**src/rtl/dmem_sram_bridge.sv**
```systemverilog
// Data-memory bridge: turns each accepted MEM-stage access into one sram-like
// bus transaction and stalls the pipeline until that transaction completes.
module dmem_sram_bridge #(
  parameter int ADDR_MAP = 1
) (
  input  logic        clk,
  input  logic        rst,
  input  logic        cpu_en,
  input  logic        cpu_we,
  input  logic [3:0]  cpu_sel,
  input  logic [1:0]  cpu_size,
  input  logic [31:0] cpu_addr,
  input  logic [31:0] cpu_wdata,
  input  logic        cpu_flush,
  output logic [31:0] cpu_rdata,
  output logic        cpu_stall,
  output logic        bus_req,
  output logic        bus_wr,
  output logic [1:0]  bus_size,
  output logic [31:0] bus_addr,
  output logic [3:0]  bus_wstrb,
  output logic [31:0] bus_wdata,
  input  logic        bus_addr_ok,
  input  logic        bus_data_ok,
  input  logic [31:0] bus_rdata
);

  typedef enum logic [1:0] {
    IDLE = 2'd0,
    REQ  = 2'd1,
    WAIT = 2'd2,
    DONE = 2'd3
  } state_t;

  state_t      state_reg;
  logic        cancel_reg;
  logic        accept;
  logic        abort_now;
  logic [31:0] mapped_addr;

  // kseg0/kseg1 both alias the low 512 MB of physical memory.
  always_comb begin
    mapped_addr = cpu_addr;
    if ((ADDR_MAP != 0) && (cpu_addr[31:30] == 2'b10)) begin
      mapped_addr = {3'b000, cpu_addr[28:0]};
    end
  end

  assign accept    = (state_reg == IDLE) && cpu_en && !cpu_flush;
  // A flush arriving in the completion cycle itself also drops the result.
  assign abort_now = cancel_reg || cpu_flush;
  assign cpu_stall = accept || (state_reg == REQ) || (state_reg == WAIT);

  always_ff @(posedge clk) begin
    if (rst) begin
      state_reg  <= IDLE;
      cancel_reg <= 1'b0;
      bus_req    <= 1'b0;
      bus_wr     <= 1'b0;
      bus_size   <= 2'b00;
      bus_addr   <= 32'h0;
      bus_wstrb  <= 4'h0;
      bus_wdata  <= 32'h0;
      cpu_rdata  <= 32'h0;
    end else begin
      case (state_reg)
        IDLE: begin
          cancel_reg <= 1'b0;
          if (accept) begin
            bus_req   <= 1'b1;
            bus_wr    <= cpu_we;
            bus_size  <= cpu_size;
            bus_addr  <= mapped_addr;
            bus_wstrb <= cpu_we ? cpu_sel : 4'h0;
            bus_wdata <= cpu_wdata;
            state_reg <= REQ;
          end
        end
        REQ: begin
          if (cpu_flush) begin
            cancel_reg <= 1'b1;
          end
          // The request is never withdrawn before addr_ok, even when cancelled.
          if (bus_addr_ok) begin
            bus_req <= 1'b0;
            if (bus_data_ok) begin
              if (abort_now) begin
                state_reg  <= IDLE;
                cancel_reg <= 1'b0;
              end else begin
                state_reg <= DONE;
                if (!bus_wr) begin
                  cpu_rdata <= bus_rdata;
                end
              end
            end else begin
              state_reg <= WAIT;
            end
          end
        end
        WAIT: begin
          if (cpu_flush) begin
            cancel_reg <= 1'b1;
          end
          if (bus_data_ok) begin
            if (abort_now) begin
              state_reg  <= IDLE;
              cancel_reg <= 1'b0;
            end else begin
              state_reg <= DONE;
              if (!bus_wr) begin
                cpu_rdata <= bus_rdata;
              end
            end
          end
        end
        DONE: begin
          // Release cycle: the instruction leaves MEM at this edge.
          state_reg <= IDLE;
        end
        default: begin
          state_reg <= IDLE;
        end
      endcase
    end
  end

endmodule
```
**config.mk**
```make
export PLATFORM = sky130hd
export DESIGN_NAME = dmem_sram_bridge
export DESIGN_NICKNAME = d
export VERILOG_FILES = /design/src/rtl/dmem_sram_bridge.sv
export SDC_FILE = /design/constraint.sdc
export NUM_CORES = 1
export LEC_CHECK = 0
export ABC_AREA = 1
export CORE_ASPECT_RATIO = 1.1
export CORE_MARGIN = 2
export CORE_UTILIZATION = 40
export CTS_CLUSTER_DIAMETER = 40
export DETAILED_ROUTE_END_ITERATION = 6
export PLACE_DENSITY = 0.81
export SYNTH_ARGS = -nofsm -noshare
export SYNTH_HDL_FRONTEND = slang
export SYNTH_SLANG_ARGS = --single-unit
```
**constraint.sdc**
```tcl
create_clock -name clk -period 1.8 [get_ports clk]
set_input_delay 0.18 -clock clk [delete_from_list [all_inputs] [get_ports clk]]
set_output_delay 0.18 -clock clk [all_outputs]
set_load 0.05 [all_outputs]
```
==> results <==
## per-stage QoR
step	hold slack, ps	power (mW)	instance area [um2]
4_1_cts	391	9.09	6660
6_report	398	9.03	6660
5_1_grt	409	9.52	6660
3_3_place_gp	449	7.29	6420
2_1_floorplan	323	5.92	4170
3_5_place_dp	457	7.39	6420
## layout make-up
| type | count | area share [%] |
|---|---|---|
| Tap cell | 123 | 2.31 |
| Inverter | 18 | 1.01 |
| Multi-Input combinational cell | 387 | 27.0 |
| Clock inverter | 1 | 0.0751 |
| Sequential cell | 107 | 32.1 |
| Clock buffer | 11 | 3.49 |
| Timing Repair Buffer | 226 | 34.0 |
## per-layer routing
metal | vias to the layer above | global-route usage [%] | share of wire, %
met5 | - | 0 | 0
met4 | 0 | 9.01 | 2.7
met3 | 27 | 6.18 | 8.3
met2 | 175 | 35.2 | 47
met1 | 1919 | 23.5 | 42
li1 | 2115 | - | -
## tightest hold or removal path: stages
cell and delay, ps:
clkdlybuf4s50_1 390, nand2_1 60, a21oi_1 50
## layout by cell type, fill, tap and decap left out, types with 5 or more instances in the layout
cell type	n
a21oi_1	9
ha_1	5
clkbuf_16	9
nand3b_1	32
nand2_1	63
nor2_2	21
clkdlybuf4s50_1	212
nand3_1	6
inv_1	15
o21ai_0	66
buf_4	11
nor2_1	180
dfxtp_1	107
## cells by family after synthesis
logic type	after synthesis	synth area share, %
buf+inv	53	5.64
simple gates	306	32.3
fa+ha+maj	5	1.50
flops	107	51.4
compound gates	76	9.18
## worst min path at each step
stage                                          start                    endpoint  slack [ps]  cells after the start
final                                     cpu_sel[3]   bus_wstrb[3]$_SDFFE_PP0P_         400                      3
after CTS                                 cpu_sel[3]   bus_wstrb[3]$_SDFFE_PP0P_         390                      3
after floorplan                           cpu_sel[0]   bus_wstrb[0]$_SDFFE_PP0P_         320                      2
after global routing                      cpu_sel[2]   bus_wstrb[2]$_SDFFE_PP0P_         410                      3
after global placement    cpu_rdata[22]$_SDFFE_PP0P_  cpu_rdata[22]$_SDFFE_PP0P_         450                      2
after detailed placement   bus_wstrb[0]$_SDFFE_PP0P_   bus_wstrb[0]$_SDFFE_PP0P_         460                      2
## cells in the mapped netlist, drive strengths merged
library cell	count	area [um2]
nor2	203	825
dfxtp	107	2140
o21ai	66	330
nand2	63	236
nand3b	32	240
clkbuf	23	86.3
inv	18	67.6
buf	12	81.3
a21oi	9	45.0
nand3	7	40.0
ha	5	62.6
and2	1	6.26
o21a	1	7.51
## report_power, final
part | leakage (nW) | internal (mW) | switching (mW)
Clock | 0.117 | 0.906 | 0.785
Combinational | 1.62 | 1.51 | 2.78
Sequential | 0.875 | 2.81 | 0.240
Total | 2.62 | 5.23 | 3.81
## repair_timing
action                     4_1_cts  5_1_grt
setup buffers                    0        0
setup endpoints to repair        0        1
hold endpoints to repair         0        0
gates resized for setup          0        1
==> impl_summary.log <==
[metrics] largest fanout on the critical path: 2
[metrics] crit path cell chain: clkdlybuf4s50_1
[metrics] clock period minus final worst setup slack: around 1700 ps
[metrics] horizontal die dimension: 101 um
[metrics] RSZ-0062 raised after global routing: false
[metrics] pre-CTS WS: 124 ps
[metrics] global-route wire length before repair: between 15 and 20 mm
[metrics] Crit path max-delay family: buffers and inverters
[metrics] Fmax achieved: 0.578 GHz
[metrics] nature of the critical path startpoint: flip-flop
[metrics] total clock sinks: 107
[metrics] fraction of layout cells with a size suffix above 1: 6.80%
[metrics] clock root buffer master: clkbuf_16
[metrics] residual antenna-violating net count after detailed routing: 0
[metrics] average wire per standard cell: 13.7 um
[metrics] clock insertion delay at the later pin of the skew report: 340 ps
[metrics] aggregate global-route resource usage: between 20% and 30%
[metrics] via/cell ratio: slightly below 5
[metrics] number of buffers and inverters on the critical path: 1
[metrics] count of H-tree levels built during CTS: 3
[metrics] Post-Place Cells: 861
[metrics] Max Root-Sink Buffers: 2
[metrics] Initial Utilization: 40.7%
[metrics] mean area per synthesized cell: 7.62 um2
[metrics] largest net degree at the start of global routing: 53
[metrics] Crit. End Element: output pin
[metrics] status: completed
[metrics] YS warnings: 0
[metrics] Least-Margin Pin Slew: 556 ps
[metrics] length of the first detailed-routing pass in iterations: 4
[metrics] post-route clock skew: 3.40 ps
[metrics] gp weighted congestion: 0.858
[metrics] # DRC: 0
[metrics] number of global-route vias before repair: 4,080
[metrics] number of hold-repair buffers added at the cts stage: 0
[metrics] ratio of final minimum period to clock period: approximately 96%
[metrics] Num CTS Buffers: 9
[metrics] worst reg2reg path depth: 8
[metrics] number of synthesized register bits: about 110
[metrics] number of top-level pins: approximately 210
[metrics] Max Cap Violations: 0
[metrics] share of the core filled with cells in the final layout: 65.0%
[metrics] Syn Inst Count: 547
[metrics] Unique masters post-synth: 19
[metrics] kind of critical path: reg -> out
[metrics] total of fill cells in the finished design: 867
[metrics] Row Count: 39
[metrics] number of cells on the critical path: 1
[metrics] Rel. slew slack: between 60% and 70%
[metrics] critical path's largest stage delay: 830 ps
[metrics] number of non-filler instances in the completed layout: 873
[metrics] critical-path cell with the highest stage delay: clkdlybuf4s50_1
[metrics] timing endpoint of the critical path: cpu_rdata[8]
[metrics] Synth-to-Final Area Change: 59.8%
[metrics] number of antenna violations at the first check in global routing: 0
[metrics] count of buffers from port buffering: between 200 and 250
[metrics] sequential cell area fraction in the yosys report: 51.4%
[metrics] clock slew at reported path FFs: 60 ps
[metrics] flop-to-flop setup slack: 170 ps
[metrics] largest registers: bus_addr (32), bus_wdata (32), cpu_rdata (32)
[metrics] summed instance area of the synthesized netlist: 4170 um2
[metrics] area of the die: roughly 11,000 um2
[metrics] placeable core region: just over 10,000 um2
[metrics] required arrival time at the worst endpoint: 1620 ps
[metrics] worst hold path class: in -> reg
[metrics] Critical Path Source: cpu_rdata[8]$_SDFFE_PP0P_
[metrics] summed negative setup slack over all endpoints: 0 ps
[metrics] final hold violation count: 0
[metrics] post-route worst setup slack: 71.4 ps
[metrics] post-layout net count: 863
[metrics] pwr/cell area: roughly 1400 nW/um2
[metrics] WP data arrival: approximately 1600 ps
[metrics] Final setup violation count: 0
[metrics] nets in the synthesized netlist: ~660
[metrics] starting DRC count in detailed routing: 90
[metrics] Critical R2R Launch: state_reg[1]$_SDFFE_PP0P_
[metrics] CTS tree: built
[metrics] area of the multi-input gates: around 1800 um2
[metrics] height of the die: 111 um
[metrics] number of vias after detailed routing: 4,236
[metrics] leak pwr: 2.62 nW
[metrics] number of max-slew violations in the final report: 0
[metrics] Routed WL: 12.0 mm
[metrics] total area of sequential cells: 2140 um2
[metrics] half-perimeter wire length after placement: 8.98 mm
[metrics] Antenna Diode Count: 0
[metrics] R2R Path End: cpu_rdata[20]$_SDFFE_PP0P_
[metrics] IR Drop Worst-Case VDD: about 540 uV
[metrics] Remaining Overflow, GRT: 0
No activity file was read; power rests on OpenSTA's default activity.
